**src/rtl/aidc_lite_comp_buf_ctrl.sv**
```systemverilog
// -----------------------------------------------------------------------------
// aidc_lite_comp_buf_ctrl
//
// Purpose:
//   Packs variable-size compressed chunks (1..8 bytes) contiguously into the
//   64-bit words of a DEPTH-entry compressed-data buffer (circular FIFO).
//   Complete words, and the final partial word of a frame, are read back and
//   presented on a valid/ready stream tagged with a byte count and last flag.
//
// Ports:
//   clk, rst_n          clock, asynchronous active-low reset
//   in_valid_i/o_ready  chunk handshake
//   in_data_i           chunk bytes, byte k at [8k+7:8k]
//   in_nbytes_i         number of valid chunk bytes (legal 1..8)
//   in_last_i           chunk ends the frame; partial word is flushed
//   buf_wren_o ..       buffer write port (address, byte enables, data)
//   buf_rden_o ..       buffer read port; buf_rdata_i valid one cycle later
//   out_valid_o ..      packed word stream with byte count and last flag
//   occupancy_o         committed-unread entries plus the partial word
//   err_o               sticky: an illegal in_nbytes_i was presented
// -----------------------------------------------------------------------------
module aidc_lite_comp_buf_ctrl #(
    parameter int AW = 4
) (
    input  logic          clk,
    input  logic          rst_n,
    input  logic          in_valid_i,
    output logic          in_ready_o,
    input  logic [63:0]   in_data_i,
    input  logic [3:0]    in_nbytes_i,
    input  logic          in_last_i,
    output logic          buf_wren_o,
    output logic [AW-1:0] buf_waddr_o,
    output logic [7:0]    buf_wbe_o,
    output logic [63:0]   buf_wdata_o,
    output logic          buf_rden_o,
    output logic [AW-1:0] buf_raddr_o,
    input  logic [63:0]   buf_rdata_i,
    output logic          out_valid_o,
    input  logic          out_ready_i,
    output logic [63:0]   out_data_o,
    output logic [3:0]    out_nbytes_o,
    output logic          out_last_o,
    output logic [AW:0]   occupancy_o,
    output logic          err_o
);

    localparam int DEPTH = 2 ** AW;
    localparam logic [AW:0] FULL_COUNT = (AW + 1)'(DEPTH);

    typedef enum logic {
        ST_ACCEPT = 1'b0,
        ST_SPILL  = 1'b1
    } state_t;

    // ---------------------------------------------------------------------
    // Registers
    // ---------------------------------------------------------------------
    state_t        r_state;
    logic          r_run;          // low in reset and for the first cycle after
    logic [AW:0]   r_wr_ptr;
    logic [AW:0]   r_rd_ptr;
    logic [2:0]    r_off;          // byte offset of the next free lane
    logic [63:0]   r_spill_data;
    logic [3:0]    r_spill_nb;     // bytes spilling into the next word (1..7)
    logic          r_spill_last;
    logic          r_err;

    // Per-word metadata, indexed by buffer word address
    logic          r_side_last [0:DEPTH-1];
    logic [3:0]    r_side_nb   [0:DEPTH-1];

    // Read issued last cycle; its metadata travels alongside
    logic          r_rd_inflight;
    logic [3:0]    r_inf_nb;
    logic          r_inf_last;

    // Two-entry output queue; slot 0 is the head
    logic [1:0]    r_q_count;
    logic [63:0]   r_q0_data;
    logic [3:0]    r_q0_nb;
    logic          r_q0_last;
    logic [63:0]   r_q1_data;
    logic [3:0]    r_q1_nb;
    logic          r_q1_last;

    // ---------------------------------------------------------------------
    // Write-side combinational logic
    // ---------------------------------------------------------------------
    logic [AW:0]   w_committed;
    logic [AW:0]   w_used;
    logic          w_in_ready;
    logic          w_fire;
    logic          w_legal;
    logic          w_acc;
    logic          w_spill;
    logic [3:0]    w_sum;
    logic [3:0]    w_sum_m8;
    logic [127:0]  w_dbl;
    logic [63:0]   w_rot;
    logic [7:0]    w_acc_be;
    logic [7:0]    w_spill_be;
    logic          w_commit;
    logic [3:0]    w_commit_nb;
    logic          w_commit_last;

    assign w_committed = r_wr_ptr - r_rd_ptr;
    assign w_used      = w_committed + {{AW{1'b0}}, (r_off != 3'd0)};
    assign w_in_ready  = r_run && (r_state == ST_ACCEPT) && (w_used != FULL_COUNT);
    assign w_fire      = in_valid_i && w_in_ready;
    assign w_legal     = (in_nbytes_i != 4'd0) && (in_nbytes_i <= 4'd8);
    assign w_acc       = w_fire && w_legal;
    assign w_spill     = (r_state == ST_SPILL);
    assign w_sum       = {1'b0, r_off} + in_nbytes_i;
    assign w_sum_m8    = w_sum - 4'd8;

    // Rotate left by r_off bytes: the upper half of the doubled word shifted
    // left holds the wrapped-around bytes in the low lanes.
    assign w_dbl = {in_data_i, in_data_i} << {r_off, 3'b000};
    assign w_rot = w_dbl[127:64];

    // Lane enables: accept fills lanes off..min(7, s-1); spill fills 0..s-9
    generate
        for (genvar gi = 0; gi < 8; gi++) begin : g_lane
            assign w_acc_be[gi]   = (4'(gi) >= {1'b0, r_off}) && (4'(gi) < w_sum);
            assign w_spill_be[gi] = (4'(gi) < r_spill_nb);
        end
    endgenerate

    // A word is committed when it fills up or the frame ends. In SPILL the
    // spilled word is committed only if it was the frame's final chunk.
    always_comb begin
        w_commit      = 1'b0;
        w_commit_nb   = 4'd0;
        w_commit_last = 1'b0;
        if (w_spill) begin
            w_commit      = r_spill_last;
            w_commit_nb   = r_spill_nb;
            w_commit_last = 1'b1;
        end else if (w_acc) begin
            w_commit      = (w_sum >= 4'd8) || in_last_i;
            w_commit_nb   = (w_sum >= 4'd8) ? 4'd8 : w_sum;
            w_commit_last = (w_sum > 4'd8) ? 1'b0 : in_last_i;
        end
    end

    assign in_ready_o  = w_in_ready;
    assign buf_wren_o  = w_acc || w_spill;
    assign buf_waddr_o = r_wr_ptr[AW-1:0];
    assign buf_wbe_o   = w_spill ? w_spill_be   : (w_acc ? w_acc_be : 8'h00);
    assign buf_wdata_o = w_spill ? r_spill_data : (w_acc ? w_rot : 64'h0);
    assign occupancy_o = w_used;
    assign err_o       = r_err;

    // ---------------------------------------------------------------------
    // Write-side state
    // ---------------------------------------------------------------------
    always_ff @(posedge clk or negedge rst_n) begin
        if (!rst_n) begin
            r_run <= 1'b0;
        end else begin
            r_run <= 1'b1;
        end
    end

    always_ff @(posedge clk or negedge rst_n) begin
        if (!rst_n) begin
            r_state      <= ST_ACCEPT;
            r_wr_ptr     <= '0;
            r_off        <= 3'd0;
            r_spill_data <= 64'h0;
            r_spill_nb   <= 4'd0;
            r_spill_last <= 1'b0;
            r_err        <= 1'b0;
        end else begin
            case (r_state)
                ST_ACCEPT: begin
                    if (w_fire && !w_legal) begin
                        r_err <= 1'b1;
                    end
                    if (w_acc) begin
                        if (w_sum > 4'd8) begin
                            // Word completes with bytes left over; r_off keeps
                            // its value so the partial entry stays counted.
                            r_wr_ptr     <= r_wr_ptr + 1'b1;
                            r_spill_data <= w_rot;
                            r_spill_nb   <= w_sum_m8;
                            r_spill_last <= in_last_i;
                            r_state      <= ST_SPILL;
                        end else if ((w_sum == 4'd8) || in_last_i) begin
                            r_wr_ptr <= r_wr_ptr + 1'b1;
                            r_off    <= 3'd0;
                        end else begin
                            r_off <= w_sum[2:0];
                        end
                    end
                end
                ST_SPILL: begin
                    if (r_spill_last) begin
                        r_wr_ptr <= r_wr_ptr + 1'b1;
                        r_off    <= 3'd0;
                    end else begin
                        r_off <= r_spill_nb[2:0];
                    end
                    r_state <= ST_ACCEPT;
                end
                default: r_state <= ST_ACCEPT;
            endcase
        end
    end

    // Metadata array: plain RAM, no reset needed since only committed
    // entries are ever read.
    always_ff @(posedge clk) begin
        if (w_commit) begin
            r_side_last[r_wr_ptr[AW-1:0]] <= w_commit_last;
            r_side_nb[r_wr_ptr[AW-1:0]]   <= w_commit_nb;
        end
    end

    // ---------------------------------------------------------------------
    // Read side
    // ---------------------------------------------------------------------
    logic       w_pop;
    logic [2:0] w_q_after;
    logic       w_rden;
    logic [1:0] w_push_pos;
    logic       w_push_idx;

    assign w_pop      = out_valid_o && out_ready_i;
    // Entries the queue will hold after this cycle, counting the read already
    // in flight; a new read is only issued if there will be room for it.
    assign w_q_after  = {1'b0, r_q_count} + {2'b00, r_rd_inflight} - {2'b00, w_pop};
    assign w_rden     = (w_committed != '0) && (w_q_after < 3'd2);
    assign w_push_pos = r_q_count - {1'b0, w_pop};
    assign w_push_idx = w_push_pos[0];

    assign buf_rden_o   = w_rden;
    assign buf_raddr_o  = r_rd_ptr[AW-1:0];
    assign out_valid_o  = (r_q_count != 2'd0);
    assign out_data_o   = r_q0_data;
    assign out_nbytes_o = r_q0_nb;
    assign out_last_o   = r_q0_last;

    always_ff @(posedge clk or negedge rst_n) begin
        if (!rst_n) begin
            r_rd_ptr      <= '0;
            r_rd_inflight <= 1'b0;
            r_inf_nb      <= 4'd0;
            r_inf_last    <= 1'b0;
            r_q_count     <= 2'd0;
        end else begin
            r_rd_inflight <= w_rden;
            if (w_rden) begin
                r_rd_ptr   <= r_rd_ptr + 1'b1;
                r_inf_nb   <= r_side_nb[r_rd_ptr[AW-1:0]];
                r_inf_last <= r_side_last[r_rd_ptr[AW-1:0]];
            end
            r_q_count <= w_q_after[1:0];
        end
    end

    // Head slot: takes the returning word if it lands at the head, otherwise
    // shifts up from slot 1 on a pop.
    always_ff @(posedge clk or negedge rst_n) begin
        if (!rst_n) begin
            r_q0_data <= 64'h0;
            r_q0_nb   <= 4'd0;
            r_q0_last <= 1'b0;
        end else if (r_rd_inflight && !w_push_idx) begin
            r_q0_data <= buf_rdata_i;
            r_q0_nb   <= r_inf_nb;
            r_q0_last <= r_inf_last;
        end else if (w_pop) begin
            r_q0_data <= r_q1_data;
            r_q0_nb   <= r_q1_nb;
            r_q0_last <= r_q1_last;
        end
    end

    always_ff @(posedge clk or negedge rst_n) begin
        if (!rst_n) begin
            r_q1_data <= 64'h0;
            r_q1_nb   <= 4'd0;
            r_q1_last <= 1'b0;
        end else if (r_rd_inflight && w_push_idx) begin
            r_q1_data <= buf_rdata_i;
            r_q1_nb   <= r_inf_nb;
            r_q1_last <= r_inf_last;
        end
    end

endmodule

```
**config.mk**
```make
export PLATFORM = sky130hd
export DESIGN_NAME = aidc_lite_comp_buf_ctrl
export DESIGN_NICKNAME = d
export VERILOG_FILES = /design/src/rtl/aidc_lite_comp_buf_ctrl.sv
export SDC_FILE = /design/constraint.sdc
export NUM_CORES = 1
export LEC_CHECK = 0
export ABC_AREA = 0
export CAP_MARGIN = 20
export CORE_AREA = 4 4 188 190
export DETAILED_ROUTE_END_ITERATION = 8
export DIE_AREA = 0 0 192 194
export DONT_BUFFER_PORTS = 1
export MAX_ROUTING_LAYER = met4
export PLACE_DENSITY = 0.59
export SLEW_MARGIN = 15
export SYNTH_ARGS = -nofsm -noshare
export SYNTH_HDL_FRONTEND = slang
export SYNTH_SLANG_ARGS = --single-unit
```
**constraint.sdc**
```tcl
create_clock -name clk -period 5.9 [get_ports clk]
set_input_delay 1.475 -clock clk [delete_from_list [all_inputs] [get_ports clk]]
set_output_delay 1.475 -clock clk [all_outputs]
set_load 0.01 [all_outputs]
```
==> results.ini <==
[setup_path]
cp_num_buf_inv = 4
timing.critical_path.mode_cell = sky130_fd_sc_hd__inv_1
criticalPathCategory = flop to output pin
slowest_stage = sky130_fd_sc_hd__dfrtp_1
end_kind = output pin
arrival_time_worst_endpoint_ns = 4.11
cp_data_required_time_ns = 4.43
worst_path_dominant_cell_family = simple AND/OR/NAND/NOR gates
cp_max_fo = 62
worstSetupStartpointType = flop
worst_path_largest_cell_delay_ns = 0.46
critical_path.cell_chain = inv_1 > ha_1 > inv_1 > fa_1 > a21o_1 > a21oi_1 > xor3_1 > and4b_1 > or2_2 > buf_6 > o22ai_1 > buf_4

[yosys]
synth_fp_nets = 1374
synth_top_family_by_area = multiplexers
async_flop_share_pct = 74.3
synthesis.area_um2 = 15900
muxShareOfSynthArea_pct = 30.6
post_synth_fa_ha_maj_area_fraction_pct = 1.63
synth_cells = 1218
synth-edff-count = 80
post_synth_xor_area_fraction_pct = 1.46
synth-compound-area-share_pct = 6.52
yosys_warnings = 0
ys_seq_area_share_pct = 51.3
yosys_register_bits = 311
post_synth_and_or_nand_nor_area_fraction_pct = 3.86
syn_area_per_cell_um2 = 13.1
synth_top_flop_cell = sky130_fd_sc_hd__dfrtp_1
synth_cell_types = 52

[routing]
detailedRoute.firstPassIterationCount = 5
routed.top_layer = met4
routed-wl-met2_um = 18100
routed-wl-met3_um = 3590
drt_first_iter_violations = 739
post_detailed_route_via_to_cell_ratio = 5.99
via_count = 9992
route.antenna.remaining_nets = 0
detail_route.drc_violations = 0
met1Wirelength_um = 16100
routed_wire_length_per_instance_um = 23.4
finalWirelength_um = 39000

[die]
start_util_pct = 47.7
fp.dieH_um = 194
die_area_um2 = 37200
core_area_um2 = 33400
die_x_um = 192
rows = 67
floorplan.io_pins = 296

[power]
power_density_nw_per_um2 = 562
cell_internal_pwr_mw = 6.12
power.share.switching_pct = 37.8
leakagePower_nw = 7.78
vdd_drop_max_mv = 0.340
power.share.clock_pct = 20.8
seq_power_share_pct = 37.4
total_switching_power_mw = 3.71
power.combinational.fraction_pct = 41.8

[job]
max-cap-violations = 0

[timing]
worst_clock_skew_ns = 0.0157
final_min_period_over_clock_period_pct = 94.6
fin_ws_ns = 0.317
timing.slew.headroom_pct = 29.2
timing.fmax_mhz = 179
final_max_slew_viol_count = 0
max_slew.worst_pin.slew_ns = 1.06
holdWs_ns = 0.495
hold_viol_final = 0
final_setup_violation_count = 0
finalWorstPathRequiredPeriod_ns = 5.58
unrepaired_setup_endpoints_after_global_routing = false
final.setup.tns_ns = 0

[clock_tree]
numCtsBuffers = 35
cts_tree = built
insertion_delay_ns = 0.51
cts-root-buf = sky130_fd_sc_hd__clkbuf_16
numClockSinks = 311
holdBufCountCts = 0
cts.reportedPaths.clkPinSlew_ns = 0.06
cts_htree_levels = 2
clock_tree.buffer_depth = 3

[grt]
antenna_violations_before_repair = 0
grt_start_max_net_pins = 232
gr-usage-all-layers_pct = 21.0
grt_first_pass_wirelength_um = 60200
globalRouteOverflowTotal = 0
vias_in_the_first_global_route = 10087

[cells_and_area]
stdcell_area_um2 = 17500
final_core_utilization_pct = 52.3
layout_commonest_cell = sky130_fd_sc_hd__dfrtp_1
insertedDiodeCount = 0
most-common-layout-cells = sky130_fd_sc_hd__dfrtp_1, sky130_fd_sc_hd__mux2i_1, sky130_fd_sc_hd__nand2_1
finalNetCount = 1352
p_r_area_growth_vs_syn_pct = 9.72
final_layout_size_suffix_gt1_share_pct = 22.1

[place]
io_buffer_count = 0
dpl-instance-area_um2 = 16400
gp_congestion = 0.890
post-place-ws_ns = 0.773
dp.final_hpwl_um = 27100

[worst_hold_path]
timing.hold.worst.class = flop to flop

[run_status]
status = finished clean

cells in the mapped netlist (all sizes together), types with 9 or more instances:
library cell | instances | area share (%)
dfrtp | 231 | 36
mux2 | 79 | 5.7
clkbuf | 49 | 1.2
xor2 | 9 | 0.54
buf | 47 | 1.5
nand2 | 92 | 2.2
mux4 | 89 | 13
xnor2 | 14 | 0.77
edfxtp | 80 | 15
inv | 82 | 1.9
ha | 16 | 1.3
mux2i | 197 | 12
nor2 | 21 | 0.49
o22ai | 65 | 2.6
nor3 | 9 | 0.28
o21ai | 81 | 2.5
final cells by class:
class                      count  area (um^2)
fill                        2817        16000
sequential                   311         8190
clock buffer                  49         1010
multi-input combinational    728         7050
inverter                      83          312
clock inverter                11         68.8
timing repair buffer          37          294
tap                          448          561
through the flow:
stage	power (mW)	instances
detailed placement	7.85	1606
global placement	7.78	1606
global route	10.5	1667
floorplan	6.79	1218
CTS	9.93	1666
finish	9.83	1667
worst paths after layout:
| kind | start | endpoint | slack [ns] | cells after the start |
|---|---|---|---|---|
| max | r_wr_ptr[0] | buf_wdata_o[56] | 0.32 | 12 |
| min | r_wr_ptr[4] | r_wr_ptr[4] | 0.50 | 1 |
| max reg2reg | r_wr_ptr[0] | r_side_last[0] | 1.44 | 11 |
| min reg2reg | r_wr_ptr[4] | r_wr_ptr[4] | 0.50 | 1 |
| max in group asynchronous | rst_n | r_off[0] | 4.73 | 0 |
| min in group asynchronous | rst_n | out_data_o[11] | 0.65 | 0 |
sequential cells by signal, indices dropped and copies added (netlist names), 3 cells and up:
signal	cells
r_spill_data	64
r_q1_nb	4
r_side_nb	64
out_nbytes_o	4
r_q1_data	64
out_data_o	64
r_off	3
r_wr_ptr	5
r_spill_nb	4
r_side_last	16
r_rd_ptr	5
r_inf_nb	4
worst register-to-register path, delay by kind of cell (launching register included):
family	cells	cell delay, ns
AOI/OAI and AO/OA	3	1.09
buffers and inverters	2	0.22
adders and majority gates	2	0.60
xor gates and xnor gates	1	0.40
and+or+nand+nor	3	1.32
DFF	1	0.46
cells by family (layout without fill, tap and decap cells):
| logic type | Yosys count | count (layout) |
|---|---|---|
| compound gates | 175 | 175 |
| buf+inv | 179 | 180 |
| other cells | 1 | 1 |
| simple gates | 144 | 144 |
| xor+xnor | 24 | 24 |
| fa+ha+maj | 19 | 19 |
| mux | 365 | 365 |
| flops | 311 | 311 |
what timing repair did:
action	in CTS	in global routing
setup buffers	0	0
endpoints found under the setup margin	0	13
resized for setup	0	1
layer usage:
layer | vias up | global-route usage [%]
li1 | 4442 | -
met1 | 5083 | 27.9
met2 | 397 | 31.8
met3 | 70 | 6.07
met4 | 0 | 6.31
met5 | - | -
power groups by stage:
stage / Combinational, mW / Sequential (mW) / Clock (mW)
detailed placement: 4.13 / 3.72 / 0
global placement: 4.09 / 3.70 / 0
CTS: 4.14 / 3.68 / 2.10
floorplan: 3.29 / 3.50 / 0
global route: 4.53 / 3.78 / 2.20
finish: 4.11 / 3.67 / 2.05
Note: power is estimated with default switching activity, not from simulation.
